[src/rtl/mul_alu_seq_pkg.sv]
// mul_alu_seq_pkg
//   Shared definitions for the hardwired control-step sequencer of the
//   single-bus CPU datapath: control-step state enum, opcode constants,
//   IR field positions, the strobe bundle produced by the decoder and
//   opcode classification helpers.
package mul_alu_seq_pkg;

  typedef enum logic [3:0] {
    S_IDLE = 4'd0,
    S_T0   = 4'd1,
    S_T1   = 4'd2,
    S_T2   = 4'd3,
    S_T3   = 4'd4,
    S_T4   = 4'd5,
    S_T5   = 4'd6,
    S_T6   = 4'd7,
    S_DONE = 4'd8
  } seq_state_t;

  localparam logic [4:0] OP_ADD = 5'b00011;
  localparam logic [4:0] OP_SUB = 5'b00100;
  localparam logic [4:0] OP_AND = 5'b00101;
  localparam logic [4:0] OP_OR  = 5'b00110;
  localparam logic [4:0] OP_SHR = 5'b00111;
  localparam logic [4:0] OP_SHL = 5'b01000;
  localparam logic [4:0] OP_MUL = 5'b01110;
  localparam logic [4:0] OP_DIV = 5'b01111;

  // IR field bit positions; ra/rb/rc are consumed by the register
  // select/encode logic next to the datapath, not by the sequencer.
  localparam int OPC_MSB = 31;
  localparam int OPC_LSB = 27;
  localparam int RA_MSB  = 26;
  localparam int RA_LSB  = 23;
  localparam int RB_MSB  = 22;
  localparam int RB_LSB  = 19;
  localparam int RC_MSB  = 18;
  localparam int RC_LSB  = 15;

  // One bit per datapath control strobe.
  typedef struct packed {
    logic pc_out;
    logic zlow_out;
    logic zhigh_out;
    logic mdr_out;
    logic mar_in;
    logic pc_in;
    logic mdr_in;
    logic ir_in;
    logic y_in;
    logic zlow_in;
    logic zhigh_in;
    logic hi_in;
    logic lo_in;
    logic inc_pc;
    logic read;
    logic gra;
    logic grb;
    logic grc;
    logic r_in;
    logic r_out;
  } strobe_t;

  function automatic logic is_legal_op(input logic [4:0] op);
    case (op)
      OP_ADD, OP_SUB, OP_AND, OP_OR,
      OP_SHR, OP_SHL, OP_MUL, OP_DIV: return 1'b1;
      default:                        return 1'b0;
    endcase
  endfunction

  // MUL/DIV produce a 64-bit result and take the extra HI/LO steps.
  function automatic logic is_muldiv(input logic [4:0] op);
    return (op == OP_MUL) || (op == OP_DIV);
  endfunction

endpackage

[src/rtl/mul_alu_seq_decode.sv]
// mul_alu_seq_decode
//   Combinational decode of the current control step (plus the latched
//   opcode) into the datapath strobe bundle and ALU operation code.
// Ports:
//   state    in   current control step
//   opcode   in   opcode latched at T3
//   mem_take in   T1 is being left this cycle (read data is captured)
//   strobes  out  datapath strobe bundle
//   alu_op   out  ALU operation code, non-zero only in T4
module mul_alu_seq_decode
  import mul_alu_seq_pkg::*;
#(
  parameter int OPC_W = 5
) (
  input  seq_state_t       state,
  input  logic [OPC_W-1:0] opcode,
  input  logic             mem_take,
  output strobe_t          strobes,
  output logic [OPC_W-1:0] alu_op
);

  always_comb begin
    strobes = '0;
    alu_op  = '0;
    case (state)
      S_T0: begin
        strobes.pc_out  = 1'b1;
        strobes.mar_in  = 1'b1;
        strobes.inc_pc  = 1'b1;
        strobes.zlow_in = 1'b1;
      end
      S_T1: begin
        // Read stays up for the whole wait; PC and MDR load only in the
        // cycle where memory hands over the data, since that cycle is the
        // one that leaves T1.
        strobes.zlow_out = 1'b1;
        strobes.read     = 1'b1;
        strobes.pc_in    = mem_take;
        strobes.mdr_in   = mem_take;
      end
      S_T2: begin
        strobes.mdr_out = 1'b1;
        strobes.ir_in   = 1'b1;
      end
      S_T3: begin
        strobes.grb   = 1'b1;
        strobes.r_out = 1'b1;
        strobes.y_in  = 1'b1;
      end
      S_T4: begin
        strobes.grc      = 1'b1;
        strobes.r_out    = 1'b1;
        strobes.zlow_in  = 1'b1;
        strobes.zhigh_in = is_muldiv(opcode);
        alu_op           = opcode;
      end
      S_T5: begin
        strobes.zlow_out = 1'b1;
        if (is_muldiv(opcode)) begin
          strobes.lo_in = 1'b1;
        end else begin
          strobes.gra  = 1'b1;
          strobes.r_in = 1'b1;
        end
      end
      S_T6: begin
        strobes.zhigh_out = 1'b1;
        strobes.hi_in     = 1'b1;
      end
      default: ;
    endcase
  end

endmodule

[src/rtl/mul_alu_sequencer.sv]
// mul_alu_sequencer
//   Hardwired control-step sequencer for the single-bus CPU datapath.
//   Fetches through PC/MAR/MDR, loads IR, then runs the execute steps for
//   R-format ALU ops (T3..T5) and MUL/DIV (T3..T6, writing LO then HI).
// Ports:
//   Clock, Clear            clock; asynchronous active-high reset
//   Run                     keep executing instructions (sampled in IDLE/DONE)
//   MemReady                memory read data valid this cycle
//   IR                      instruction register contents
//   PCout..Rout             datapath bus-drive, load and select strobes
//   ALUop                   ALU operation code (T4 only)
//   Busy, Done, Fault       status: not idle, completion pulse, sticky error
//   Step                    only with SEQ_STEP_EN: advance enable for
//                           single-stepping the sequence
// Build option:
//   SEQ_STEP_EN             adds the Step input
module mul_alu_sequencer
  import mul_alu_seq_pkg::*;
#(
  parameter int IR_W         = 32,
  parameter int OPC_W        = 5,
  parameter int MEM_WAIT_MAX = 15
) (
  input  logic             Clock,
  input  logic             Clear,
  input  logic             Run,
  input  logic             MemReady,
  input  logic [IR_W-1:0]  IR,
  output logic             PCout,
  output logic             Zlowout,
  output logic             ZHighout,
  output logic             MDRout,
  output logic             MARin,
  output logic             PCin,
  output logic             MDRin,
  output logic             IRin,
  output logic             Yin,
  output logic             ZLowIn,
  output logic             ZHighIn,
  output logic             HIin,
  output logic             LOin,
  output logic             IncPC,
  output logic             Read,
  output logic [OPC_W-1:0] ALUop,
  output logic             Gra,
  output logic             Grb,
  output logic             Grc,
  output logic             Rin,
  output logic             Rout,
  output logic             Busy,
  output logic             Done,
  output logic             Fault
`ifdef SEQ_STEP_EN
  ,
  input  logic             Step
`endif
);

  localparam int CNT_W = $clog2(MEM_WAIT_MAX + 1);

  seq_state_t       state, state_next;
  logic [CNT_W-1:0] wait_cnt, wait_cnt_next;
  logic             fault_q, fault_next;
  logic [OPC_W-1:0] opcode_q, opcode_next;
  logic [OPC_W-1:0] ir_opcode;
  logic             advance;
  logic             mem_take;
  strobe_t          strobes;

  // The register fields of IR belong to the register select logic.
  logic unused_ir_fields;
  assign unused_ir_fields = ^IR[IR_W-OPC_W-1:0];

  assign ir_opcode = IR[IR_W-1 -: OPC_W];

`ifdef SEQ_STEP_EN
  logic done_held;

  assign advance = Step;

  // Remembers that DONE has already been shown once so a held DONE
  // produces a single Done pulse.
  always_ff @(posedge Clock or posedge Clear) begin
    if (Clear) begin
      done_held <= 1'b0;
    end else begin
      done_held <= (state == S_DONE) && !advance;
    end
  end

  assign Done = (state == S_DONE) && !done_held;
`else
  assign advance = 1'b1;
  assign Done    = (state == S_DONE);
`endif

  assign mem_take = MemReady && advance;

  always_ff @(posedge Clock or posedge Clear) begin
    if (Clear) begin
      state    <= S_IDLE;
      wait_cnt <= '0;
      fault_q  <= 1'b0;
      opcode_q <= '0;
    end else begin
      state    <= state_next;
      wait_cnt <= wait_cnt_next;
      fault_q  <= fault_next;
      opcode_q <= opcode_next;
    end
  end

  // Next-step logic. Held cycles (advance low) change nothing, so they
  // also do not count toward the memory timeout.
  always_comb begin
    state_next    = state;
    wait_cnt_next = wait_cnt;
    fault_next    = fault_q;
    opcode_next   = opcode_q;
    if (state == S_IDLE) begin
      if (Run && !fault_q) begin
        state_next = S_T0;
      end
    end else if (advance) begin
      case (state)
        S_T0: begin
          state_next    = S_T1;
          wait_cnt_next = '0;
        end
        S_T1: begin
          if (MemReady) begin
            state_next = S_T2;
          end else if (wait_cnt == CNT_W'(MEM_WAIT_MAX - 1)) begin
            fault_next = 1'b1;
            state_next = S_IDLE;
          end else begin
            wait_cnt_next = wait_cnt + 1'b1;
          end
        end
        S_T2: state_next = S_T3;
        S_T3: begin
          // Latch the opcode so T4..T6 do not depend on IR staying put.
          opcode_next = ir_opcode;
          if (is_legal_op(ir_opcode)) begin
            state_next = S_T4;
          end else begin
            fault_next = 1'b1;
            state_next = S_IDLE;
          end
        end
        S_T4:    state_next = S_T5;
        S_T5:    state_next = is_muldiv(opcode_q) ? S_T6 : S_DONE;
        S_T6:    state_next = S_DONE;
        S_DONE:  state_next = Run ? S_T0 : S_IDLE;
        default: state_next = S_IDLE;
      endcase
    end
  end

  mul_alu_seq_decode #(
    .OPC_W (OPC_W)
  ) u_decode (
    .state    (state),
    .opcode   (opcode_q),
    .mem_take (mem_take),
    .strobes  (strobes),
    .alu_op   (ALUop)
  );

  assign PCout    = strobes.pc_out;
  assign Zlowout  = strobes.zlow_out;
  assign ZHighout = strobes.zhigh_out;
  assign MDRout   = strobes.mdr_out;
  assign MARin    = strobes.mar_in;
  assign PCin     = strobes.pc_in;
  assign MDRin    = strobes.mdr_in;
  assign IRin     = strobes.ir_in;
  assign Yin      = strobes.y_in;
  assign ZLowIn   = strobes.zlow_in;
  assign ZHighIn  = strobes.zhigh_in;
  assign HIin     = strobes.hi_in;
  assign LOin     = strobes.lo_in;
  assign IncPC    = strobes.inc_pc;
  assign Read     = strobes.read;
  assign Gra      = strobes.gra;
  assign Grb      = strobes.grb;
  assign Grc      = strobes.grc;
  assign Rin      = strobes.r_in;
  assign Rout     = strobes.r_out;
  assign Busy     = (state != S_IDLE);
  assign Fault    = fault_q;

endmodule

[config.mk]
export PLATFORM = sky130hd
export DESIGN_NAME = mul_alu_sequencer
export DESIGN_NICKNAME = d
export VERILOG_FILES = /design/src/rtl/mul_alu_seq_pkg.sv /design/src/rtl/mul_alu_seq_decode.sv /design/src/rtl/mul_alu_sequencer.sv
export SDC_FILE = /design/constraint.sdc
export NUM_CORES = 1
export LEC_CHECK = 0
export ABC_AREA = 1
export CAP_MARGIN = 20
export CORE_MARGIN = 5
export CORE_UTILIZATION = 37
export DETAILED_ROUTE_END_ITERATION = 8
export PLACE_DENSITY = 0.84
export SLEW_MARGIN = 20
export SYNTH_ARGS = -nofsm -noshare
export SYNTH_HDL_FRONTEND = slang
export SYNTH_SLANG_ARGS = --single-unit
[constraint.sdc]
create_clock -name Clock -period 2.1 [get_ports Clock]
set_clock_uncertainty 0.1 [all_clocks]
set_input_delay 0.42 -clock Clock [delete_from_list [all_inputs] [get_ports Clock]]
set_output_delay 0.42 -clock Clock [all_outputs]
set_load 0.005 [all_outputs]
=== Word-level counts from Yosys, hierarchy flattened ===
Memories as Yosys holds them, arrays and structs flattened.
Index checks and enable logic that the tools add are counted.

* Mux-type cells: 34
* Equality and inequality tests: 17
* Bitwise logic cells: 1
* Add/subtract/negate cells: 1
* Reduce and logical (&&, ||, !) cells: 14

{| class="wikitable"
|+ Operator list
! operator !! number
|-
| one-hot mux 4 bit (8 select lines) || 1
|-
| 2-to-1 mux 4 bit || 7
|-
| 2-to-1 mux 1 bit || 21
|-
| == test 4 x 3 -> 1 bit, second input constant || 4
|-
| == test 5 x 4 -> 1 bit, second input constant || 2
|-
| == test 4 x 2 -> 1 bit, second input constant || 2
|-
| == test 4 bit, second input constant || 2
|-
| != test 2 bit, second input constant || 4
|-
| one-hot mux 4 bit (2 select lines) || 1
|-
| OR reduction 2 bit || 3
|-
| 2-to-1 mux 5 bit || 1
|-
| AND reduction 5 bit || 1
|-
| adder 4 x 1 -> 4 bit, second input constant || 1
|-
| == test 4 x 1 -> 1 bit, second input constant || 1
|-
| logical NOT 4 bit || 1
|-
| != test 4 bit, second input constant || 1
|-
| AND reduction 2 bit || 2
|-
| AND reduction 4 bit || 1
|-
| nonzero test 2 bit || 2
|-
| nonzero test 4 bit || 1
|-
| 2-to-1 mux 3 bit || 1
|-
| 2-to-1 mux 2 bit || 1
|-
| != test 2 x 1 -> 1 bit, second input constant || 1
|-
| one-hot mux 1 bit (2 select lines) || 1
|-
| other kinds (4) || 4
|}

* Memory bits (read-only): 16
* Logic and storage cells: 72
* Input bits: 36
* Register bits after elaboration: 14
* Memories: 1
* Output and inout bits: 28

{| class="wikitable"
|+ Memory list
! memory !! depth !! bits a word !! read ports !! clocked after Yosys merged registers in !! write ports !! RTL line !! text
|-
| (no name shown) || 16 || 1 || 1 || 0 || 0 || mul_alu_seq_pkg.sv:65 || <nowiki>case (op)</nowiki>
|}

=== Depth between registers and ports, before layout ===
Gate-level depths: netlist of the first run.
An unclocked memory read counts as a cell.

* Depth after elaboration: 7
* Depth in mapped cells: 10
* Depth with buffers taken out: 10

=== By module ===
A second synthesis of the first run with hierarchy kept.

* Cell total of the unflattened synthesis: 151
* Area, all modules: 1,064.8 sq um

{| class="wikitable"
|+ Modules (own cells, without submodules)
! module !! times used !! area an instance (sq um) !! cells an instance !! seq. area each (sq um)
|-
| mul_alu_sequencer || 1 || 828.3 || 100 || 350.3
|-
| mul_alu_seq_decode || 1 || 236.5 || 51 || 0.0
|}

=== Worst setup path before layout of the first run ===
Ideal clock, no wire load.

* Path type: reg2out
* From: register state[3]
* To: output port Rin
* Stages on the path, launching flop included: 5
* Path slack: 0.524 ns
* Required time: 1.580 ns
* Buffers on the path: 1
* Data arrival time: 1.056 ns
* Cell sequence: dfrtp_1 inv_1 nand2_1 nor3_1 buf_4

* Longest elaborated chain between the ends: 2

{| class="wikitable"
|+ Ends and longest elaborated chain
! item !! RTL line !! text
|-
| from (decl) || mul_alu_sequencer.sv:61 || <nowiki>seq_state_t state, state_next;</nowiki>
|-
| from (signal assigned) || mul_alu_sequencer.sv:106 || <nowiki>state <= state_next;</nowiki>
|-
| == test 4 x 3 -> 1 bit || -- ||
|-
| 2-to-1 mux 1 bit || -- ||
|-
| to (decl) || mul_alu_sequencer.sv:48 || <nowiki>output logic Rin,</nowiki>
|}

Every way passes these cells.

=== Worst setup path in the final report of the first run ===
* From: register state[0]
* To: output port PCout

* Longest elaborated chain between the ends: 2

{| class="wikitable"
|+ Ends and longest elaborated chain
! item !! RTL line !! text
|-
| == test 4 x 1 -> 1 bit || mul_alu_seq_decode.sv:25 || <nowiki>case (state)</nowiki>
|-
| 2-to-1 mux 1 bit || mul_alu_seq_decode.sv:25 ||
|-
| to (decl) || mul_alu_sequencer.sv:29 || <nowiki>output logic PCout,</nowiki>
|}

Every way passes these cells.

==> results of run 1 <==
[placed cells by master, fill, tap and decap left out, drive strengths merged]
| master | count |
|---|---|
| a21oi | 4 |
| buf | 17 |
| clkbuf | 5 |
| clkdlybuf4s15 | 1 |
| clkdlybuf4s50 | 17 |
| dfrtp | 14 |
| dlygate4sd2 | 13 |
| dlymetal6s2s | 4 |
| ha | 2 |
| inv | 28 |
| nand2 | 34 |
| nand3 | 6 |
| nor2 | 24 |
| nor3 | 4 |
| o21ai | 10 |
| or2 | 1 |
| xnor2 | 1 |
| xor2 | 1 |
[power by group through the flow]
stage	Sequential (mW)	Clock, mW	Combinational, mW
after floorplan	0.441	0	0.574
after global placement	0.446	0	0.933
after CTS	0.458	0.206	1.08
after detailed placement	0.453	0	0.970
final	0.465	0.203	1.16
after global routing	0.474	0.218	1.28
[stage by stage]
step / power, mW / std cells
floorplan: 1.02 / 136
global placement: 1.38 / 202
detailed placement: 1.42 / 202
CTS: 1.74 / 212
global route: 1.97 / 216
finish: 1.83 / 216
[worst max-delay path: stages, from the launching register on]
cell and delay [ns]:
dfrtp_1 0.47, nand2_2 0.14, nor2_4 0.13, nand2_2 0.09, inv_2 0.07, clkdlybuf4s50_1 0.49
[cells in the mapped netlist]
cell     count  area [sq um]
nand2_1     30           113
inv_1       28           105
nor2_1      23          86.3
dfrtp_1     14           350
o21ai_0     10          50.1
buf_4        7          52.6
nand3_1      6          30.0
nand2_2      4          25.0
nor3_1       4          20.0
a21oi_1      3          15.0
ha_1         2          25.0
a21oi_4      1          16.3
nor2_4       1          11.3
or2_2        1          6.26
xnor2_1      1          8.76
xor2_1       1          8.76
[area by class of cell]
cell class	instances	area, sq um	area share (%)
tap	30	37.5	2.53
clock buffer	4	36.3	2.44
sequential	14	350	23.6
multi-input combinational	87	480	32.3
inverter	28	105	7.07
timing repair buffer	53	477	32.1
[state kept, by name, summed over array words and instances (netlist names)]
register and cells:
opcode_q 5, state 4, wait_cnt 4, Fault 1
[kinds of logic after synthesis]
kind of cell    count (synthesis)  share of synthesized area, %
simple gates                   69                          31.6
xor+xnor                        2                          1.90
flops                          14                          37.9
fa+ha+maj                       2                          2.71
buf+inv                        35                          17.1
compound gates                 14                          8.81
[worst max path at each step]
stage	end	slack, ns	depth (start not counted)
after floorplan	Rin	0.52	4
after global routing	IncPC	-0.16	5
after CTS	Yin	-0.14	7
after global placement	PCin	0.03	4
after detailed placement	MDRin	0.006	4
final	PCout	-0.09	5
[layer usage]
metal,vias up,part of all wire (%),global-route usage (%)
li1,499,-,-
met2,31,51,29.5
met4,0,3.1,10.4
met1,488,40,18.0
met3,6,6.5,1.94
met5,-,0,0
[what timing repair did]
item	CTS	global route
cloned	0	0
resized for setup	34	12
pin swaps	4	2
hold buffers	0	0
endpoints found under the setup margin	25	13
setup buffers	6	4
==> results.md, run 1 <==
- Cell area after synthesis: 923 sq um
- Row cnt: 18
- Combinational power share: 63.4%
- Layout Nets: approximately 230
- #FFs+latches synth: 14
- Final worst setup slack: -0.0906 ns
- Crit path time final: 2.19 ns
- Setup-failing EPs final: 7
- DP Area: 1320 sq um
- Max_slew headroom: between 60% and 70%
- Cell variety after synth: 16
- Critical path type: reg2out
- DRC: 0
- Global route total overflow: 0
- P_leak: 0.868 nW
- Yosys warns: 0
- Synth Net Count: 174
- Via count: just over 1000
- Filler Cell Count: 216
- IO Port Bufs: 36
- Max Root-Sink Buffers: 2
- Violated checks: negative setup slack
- Worst r2r src: state[0]$_DFFE_PP0P_
- Remaining antenna violation count: 0
- Required @ worst endpoint: 1.58 ns
- Pin count of the biggest net entering global routing: 15
- Gpl congestion: 0.770
- CORE AREA: 2430 sq um
- Reg clk slew, reported paths: 0.10 ns
- Initial antenna violation count: 0
- Vias per Instance: 4.74
- Max VDD drop: 0.763 mV
- Die Y: between 50 and 60 um
- Clock Latency Late Sink: 0.29 ns
- Worst-Margin Slew: 0.555 ns
- Avg WL per Cell: 12.8 um
- Layout area overhead: 61.0%
- PwrDens: 1230 nW/um^2
- TritonCTS Buffers: 3
- DRT iter0 DRCs: 30
- R2R cell count: 9
- Fmax: 457 MHz
- Layout Utilization: 61.1%
- Setup TNS Final: -0.481 ns
- Mapped Cells: 136
- Design area: about 1500 sq um
- Initial Util: 38.0%
- Critical path fanouts, max: 3
- TritonCTS clock tree: done
- DIE AREA: 3590 sq um
- Status: finished with violations
- Place WS: 0.00604 ns
- Reg-to-reg setup timing slack: roughly 0.43 ns
- Global Route Usage Sum: 16.4%
- Critical Path Source: state[0]$_DFFE_PP0P_
- First-pass DRT Iterations: 4
- Die W: between 50 and 60 um
- Switching pwr: approximately 800 uW
- Avg Synthesized Cell Area: 6.79 sq um
- Number of max-cap violations: 0
- R2r endpoint: wait_cnt[0]$_DFFE_PP0P_
- TritonCTS Sinks: 14
- Crit share post-route: 104%
- IO Pins: between 60 and 70
- Fin. max-slew vios: 0
- Final hold violations: 0
- First-pass GRT wire length: between 4000 and 5000 um
- CTS Root Cell: clkbuf_4
- Total wire length: 2760 um
- Critical path capture point type: output pin
- Net Sw Frac: 43.9%
- Clock share of power: 11.1%
- RSZ-0062 raised after global routing: yes
- Critical Path AT: between 1.5 and 2 ns
- Hold slack final: 0.369 ns
- DP Wirelength: 1920 um
- H-tree Lvls: 1
- Post-synthesis sequential area ratio: 37.9%
- Fraction of layout cells with a size suffix above 1: about a quarter
- Sequential Power Share: between 20% and 30%
- Worst setup SP type: flop
- Pint: between 1 and 1.5 mW
- N_diodes: 0
- Tightest Hold Check Type: in2async
- Vias in the first global route: around 1100
Note: power is estimated with default switching activity, not from simulation.
==> inputs of run 2 (changes only) <==
Settings changed: PLACE_DENSITY 0.84 to 0.89.
==> run 2 against run 1 <==
  * The flow still finishes with violations (negative setup slack)
  * Register-to-register slack improved by 0.02 ns
  * Utilization fell by 0.26 points
  * Cell count shrank 1.4%
  * Highest routed layer unchanged
==> results.md, run 2 (same netlist as run 1, synthesis figures left out) <==
- Status: finished with violations (unchanged)
- Violated checks: negative setup slack (unchanged)
- P_leak: 0.962 nW (was 0.868 nW)
- Final hold violations: 0 (unchanged)
- Initial antenna violation count: 0 (unchanged)
- DRT met1 WL: 1000 um (was 1100 um)
- Pint: 981 uW (was 1.02 mW)
- Critical path fanouts, max: 3 (unchanged)
- Fin. max-slew vios: 0 (unchanged)
- Max reg flops: 5 (unchanged)
- Number of max-cap violations: 0 (unchanged)
- Met3 WL: 159 um (was 180 um)
- Fmax: 453 MHz (was 457 MHz)
- Met2 wire len: 1220 um (was 1400 um)
- Worst-Margin Slew: 0.539 ns (was 0.555 ns)
- Critical Path AT: 1.69 ns (was 1.67 ns)
- Critical path type: reg2out (unchanged)
- Global Route Usage Sum: 13.4% (was 16.4%)
- N_diodes: 0 (unchanged)
- TritonCTS clock tree: done (unchanged)
- Sequential Power Share: 26.4% (was 25.5%)
- H-tree Lvls: 1 (unchanged)
- Required @ worst endpoint: 1.58 ns (about the same)
- CTS Root Cell: clkbuf_4 (unchanged)
- Finished Layout Cells: 213 (was 216)
- Net Sw Frac: 43.4% (was 43.9%)
- Vias in the first global route: 851 (was 1072)
- Setup TNS Final: -0.443 ns (was -0.481 ns)
- CORE AREA: 2430 sq um (unchanged)
- TritonCTS Buffers: 3 (unchanged)
- DIE AREA: 3590 sq um (unchanged)
- Worst setup SP type: flop (unchanged)
- Max Root-Sink Buffers: 2 (unchanged)
- Most frequent cells in the layout: 28 x nand2_1, 22 x inv_1, 20 x nor2_1 (was 26 x nand2_1, 21 x inv_1, 19 x nor2_1)
- Combinational power share: 64.7% (was 63.4%)
- Max_slew headroom: 64.0% (was 62.9%)
- DRC: 0 (unchanged)
- Crit path time final: 2.21 ns (was 2.19 ns)
- Critical path capture point type: output pin (unchanged)
- DP Wirelength: 1730 um (was 1920 um)
- First-pass GRT wire length: 3590 um (was 4460 um)
- Die W: 60.0 um (unchanged)
- Crit share post-route: 105% (was 104%)
- Max VDD drop: 0.796 mV (was 0.763 mV)
- Placed Cells: 202 (unchanged)
- Die Y: 60.0 um (unchanged)
- Global route total overflow: 0 (unchanged)
- RSZ-0062 raised after global routing: yes (unchanged)
- Row cnt: 18 (unchanged)
- Design area: 1480 sq um (was 1490 sq um)
- Clock share of power: 8.9% (was 11.1%)
- First-pass DRT Iterations: 4 (unchanged)
- Total wire length: 2450 um (was 2760 um)
- Layout Nets: 223 (was 225)
- Tightest Hold Check Type: in2async (unchanged)
- Pwr Total: 1.73 mW (was 1.83 mW)
- Final worst setup slack: -0.107 ns (was -0.0906 ns)
- Switching pwr: 753 uW (was 802 uW)
- Most common cell after layout, fill and taps aside: nand2_1 (unchanged)
- Remaining antenna violation count: 0 (unchanged)
- Top layer in use: met4 (unchanged)
- Via count: 964 (was 1024)
- Layout area overhead: 60.3% (was 61.0%)
- PwrDens: 1170 nW/um^2 (was 1230 nW/um^2)
- TritonCTS Sinks: 14 (unchanged)
- DRT iter0 DRCs: 25 (was 30)
- Setup-failing EPs final: 7 (unchanged)
- Initial Util: 38.0% (unchanged)
- DP Area: 1320 sq um (unchanged)
- Pin count of the biggest net entering global routing: 15 (unchanged)
- Avg WL per Cell: 11.5 um (was 12.8 um)
- Vias per Instance: 4.53 (was 4.74)
- Fraction of layout cells with a size suffix above 1: 21.9% (was 26.3%)
- IO Port Bufs: 36 (unchanged)
- Top Registers: opcode_q x5, state x4, wait_cnt x4 (unchanged)
- Reg clk slew, reported paths: 0.08 ns (was 0.10 ns)
- Cts hold-fix bufs: 0 (unchanged)
- Clock Latency Late Sink: 0.28 ns (was 0.29 ns)
- IO Pins: 64 (unchanged)
- Most flops, register: opcode_q (unchanged)
- Gpl congestion: 0.882 (was 0.770)
run 2: routing by layer:
metal  vias to the layer above  GRT usage [%]
li1                        502              -
met1                       419           16.2
met2                        37           22.8
met3                         6           1.08
met4                         0           8.23
met5                         -              0
run 2: stage by stage:
step / util, % / setup WS, ns / hold slack (ns)
floorplan: - / 0.524 / 0.209
global placement: 54.3 / 0.0362 / 0.391
detailed placement: 54.3 / 0.0257 / 0.391
CTS: 56.7 / -0.196 / 0.385
global route: 60.9 / -0.190 / 0.421
finish: 60.9 / -0.107 / 0.375
run 2: cell type report:
class                      instances  area (sq um)
multi-input combinational         87           469
inverter                          28           105
sequential                        14           350
timing repair buffer              51           495
fill                             208           952
clock buffer                       3          22.5
tap                               30          37.5
run 2: power groups by stage:
stage / clock network [mW] / logic (mW) / registers, mW
after global placement: 0 / 0.940 / 0.446
after floorplan: 0 / 0.574 / 0.441
after CTS: 0.157 / 1.03 / 0.450
final: 0.154 / 1.12 / 0.459
after detailed placement: 0 / 0.963 / 0.451
after global routing: 0.162 / 1.24 / 0.469
run 2: worst max-delay path: stages (launching register included):
cell             delay [ns]
dfrtp_1                0.43
inv_2                  0.07
buf_4                  0.14
nor3_2                 0.23
clkdlybuf4s50_1        0.54
run 2: final timing paths:
path | slack (ns) | end | cells past startpoint | from
setup / recovery | -0.11 | IRin | 4 | state[0]$_DFFE_PP0P_
max in group asynchronous | 1.17 | state[1]$_DFFE_PP0P_ | 2 | Clear
min in group Clock | 0.42 | Fault$_DFFE_PP0P_ | 2 | Fault$_DFFE_PP0P_
hold / removal | 0.37 | Fault$_DFFE_PP0P_ | 2 | Clear
setup reg to reg | 0.45 | wait_cnt[1]$_DFFE_PP0P_ | 9 | state[1]$_DFFE_PP0P_
hold reg to reg | 0.42 | Fault$_DFFE_PP0P_ | 2 | Fault$_DFFE_PP0P_
run 2: what timing repair did:
action | 4_1_cts | 5_1_grt
pin swaps | 3 | 2
gates resized for setup | 17 | 22
endpoints found under the setup margin | 24 | 22
buffers inserted | 4 | 4
==> inputs of run 3 (changes only) <==
Settings changed: CORE_MARGIN 5 to 1.
==> run 3 against run 2 <==
  * The flow still finishes with violations (negative setup slack)
  * First-iteration DRC count grew 4.0%
  * Final area up 4.5%
  * Cell count is 2.8% higher
  * Global-route usage is 7.7 points higher
  * Setup slack lost 0.018 ns
  * Critical path depth unchanged
  * Hold slack improved by 0.0096 ns
  * Flip-flop and latch count is the same
  * Clock power rose by 28%
  * Routed wire length increased by 13%
  * Critical endpoint is now Busy
==> results.md, run 3 (same netlist as run 1, synthesis figures left out) <==
- Design area: 1550 sq um (was 1480 sq um)
- Critical path fanouts, max: 4 (was 3)
- H-tree Lvls: 1 (unchanged)
- Fmax: 449 MHz (was 453 MHz)
- Fin. max-slew vios: 0 (unchanged)
- Initial antenna violation count: 0 (unchanged)
- RSZ-0062 raised after global routing: yes (unchanged)
- Top Registers: opcode_q x5, state x4, wait_cnt x4 (unchanged)
- IO Pins: 64 (unchanged)
- Layout Nets: 230 (was 223)
- Setup TNS Final: -0.329 ns (was -0.443 ns)
- TritonCTS clock tree: done (unchanged)
- Pin count of the biggest net entering global routing: 15 (unchanged)
- DRT iter0 DRCs: 26 (was 25)
- Hold slack final: 0.384 ns (was 0.375 ns)
- Tightest Hold Check Type: in2async (unchanged)
- Status: finished with violations (unchanged)
- Crit path time final: 2.23 ns (was 2.21 ns)
- Avg WL per Cell: 12.7 um (was 11.5 um)
- Max Root-Sink Buffers: 2 (unchanged)
- Filler Cell Count: 187 (was 208)
- DP Wirelength: 1770 um (was 1730 um)
- Total wire length: 2780 um (was 2450 um)
- Pwr Total: 1.89 mW (was 1.73 mW)
- Most common cell after layout, fill and taps aside: nand2_1 (unchanged)
- Reg clk slew, reported paths: 0.09 ns (was 0.08 ns)
- Critical path capture point type: output pin (unchanged)
- Critical path type: reg2out (unchanged)
- Finished Layout Cells: 219 (was 213)
- P_leak: 0.991 nW (was 0.962 nW)
- Number of max-cap violations: 0 (unchanged)
- DRC: 0 (unchanged)
- Fraction of layout cells with a size suffix above 1: 27.2% (was 21.9%)
- Die Y: 52.0 um (was 60.0 um)
- Final hold violations: 0 (unchanged)
- Reg-to-reg setup timing slack: 0.39 ns (was 0.45 ns)
- Global Route Usage Sum: 21.1% (was 13.4%)
- Max VDD drop: 0.839 mV (was 0.796 mV)
- Cts hold-fix bufs: 0 (unchanged)
- Vias per Instance: 4.85 (was 4.53)
- Crit share post-route: 106% (was 105%)
- R2r endpoint: Fault$_DFFE_PP0P_ (was wait_cnt[1]$_DFFE_PP0P_)
- DP Area: 1320 sq um (about the same)
- Worst r2r src: state[2]$_DFFE_PP0P_ (was state[1]$_DFFE_PP0P_)
- Worst setup SP type: flop (unchanged)
- TritonCTS Buffers: 3 (unchanged)
- CORE AREA: 2280 sq um (was 2430 sq um)
- Remaining antenna violation count: 0 (unchanged)
- Global route total overflow: 0 (unchanged)
- Via count: 1062 (was 964)
- Max reg flops: 5 (unchanged)
- Setup-failing EPs final: 3 (was 7)
- Most frequent cells in the layout: 26 x nand2_1, 22 x buf_4, 20 x inv_1, 20 x nor2_1, 14 x dfrtp_1 (was 28 x nand2_1, 22 x inv_1, 20 x nor2_1)
- First-pass DRT Iterations: 4 (unchanged)
- PwrDens: 1220 nW/um^2 (was 1170 nW/um^2)
- N_diodes: 0 (unchanged)
- Required @ worst endpoint: 1.58 ns (about the same)
- R2R cell count: 12 (was 9)
- Initial Util: 40.6% (was 38.0%)
- Gpl congestion: 0.878 (was 0.882)
- CTS Root Cell: clkbuf_4 (unchanged)
- TritonCTS Sinks: 14 (unchanged)
- Placed Cells: 200 (was 202)
- Worst-Margin Slew: 0.553 ns (was 0.539 ns)
- Row cnt: 17 (was 18)
- Layout Utilization: 67.9% (was 60.9%)
- Place WS: 0.0265 ns (was 0.0257 ns)
- Critical Path AT: 1.71 ns (was 1.69 ns)
- Vias in the first global route: 1025 (was 851)
- Violated checks: negative setup slack (unchanged)
- IO Port Bufs: 36 (unchanged)
- DIE AREA: 2700 sq um (was 3590 sq um)
- Most flops, register: opcode_q (unchanged)
- Final worst setup slack: -0.126 ns (was -0.107 ns)
- Die W: 52.0 um (was 60.0 um)
- Layout area overhead: 67.5% (was 60.3%)
- Max_slew headroom: 63.1% (was 64.0%)
- Clock Latency Late Sink: 0.27 ns (was 0.28 ns)
- First-pass GRT wire length: 4220 um (was 3590 um)
[run 3: cell count changes in the layout (fill, tap and decap cells not counted), moves of 2 or more]
cell / previous run / this run
buf_4: 15 / 22
clkdlybuf4s15_1: 1 / 3
clkdlybuf4s50_1: 17 / 12
dlygate4sd2_1: 6 / 10
dlymetal6s2s_1: 12 / 10
inv_1: 22 / 20
inv_2: 6 / 8
nand2_1: 28 / 26
nor3_2: 2 / 0
nor3_4: 1 / 3
[run 3: worst max-delay path by stage]
stage,start,to,slack (ns),cells past startpoint
2_1_floorplan,state[3]$_DFFE_PP0P_,Rin,0.52,4
3_3_place_gp,MemReady,PCin,0.05,4
3_5_place_dp,MemReady,MDRin,0.03,4
4_1_cts,state[3]$_DFFE_PP0P_,Yin,-0.10,7
5_1_grt,state[2]$_DFFE_PP0P_,PCin,-0.18,6
6_report,state[0]$_DFFE_PP0P_,Busy,-0.13,4
[run 3: per-layer routing]
layer / track usage (%) / up-vias / wire (um)
li1: - / 513 / -
met1: 22.5 / 499 / 1090
met2: 40.8 / 40 / 1460
met3: 2.63 / 10 / 125
met4: 8.56 / 0 / 104
met5: 0 / - / 0
[run 3: final cells by class]
type                    instances  area, sq um  area share (%)
repair buffers                 58          533            34.5
multi-input cells              87          487            31.5
flip-flops and latches         14          350            22.7
inverters                      28          105            6.80
clock buffers                   4         36.3            2.35
well taps                      28         35.0            2.27
[run 3: report_power, final]
group	leakage [nW]	internal (mW)	switching, mW	total, mW
Clock	0.0210	0.105	0.0917	0.197
Sequential	0.176	0.377	0.0922	0.469
Combinational	0.794	0.574	0.651	1.23
[run 3: what timing repair did]
| item | CTS | global route |
|---|---|---|
| setup endpoints to repair | 23 | 18 |
| gates resized for setup | 32 | 22 |
| buffers inserted | 12 | 3 |
| gates cloned | 0 | 0 |
| pin swaps | 4 | 2 |
| hold endpoints to repair | 0 | 0 |
[run 3: worst max-delay path: stages (launching register included)]
cell and delay (ns):
dfrtp_1 0.43, buf_4 0.15, nor2_2 0.17, nand3_1 0.19, clkdlybuf4s50_1 0.49
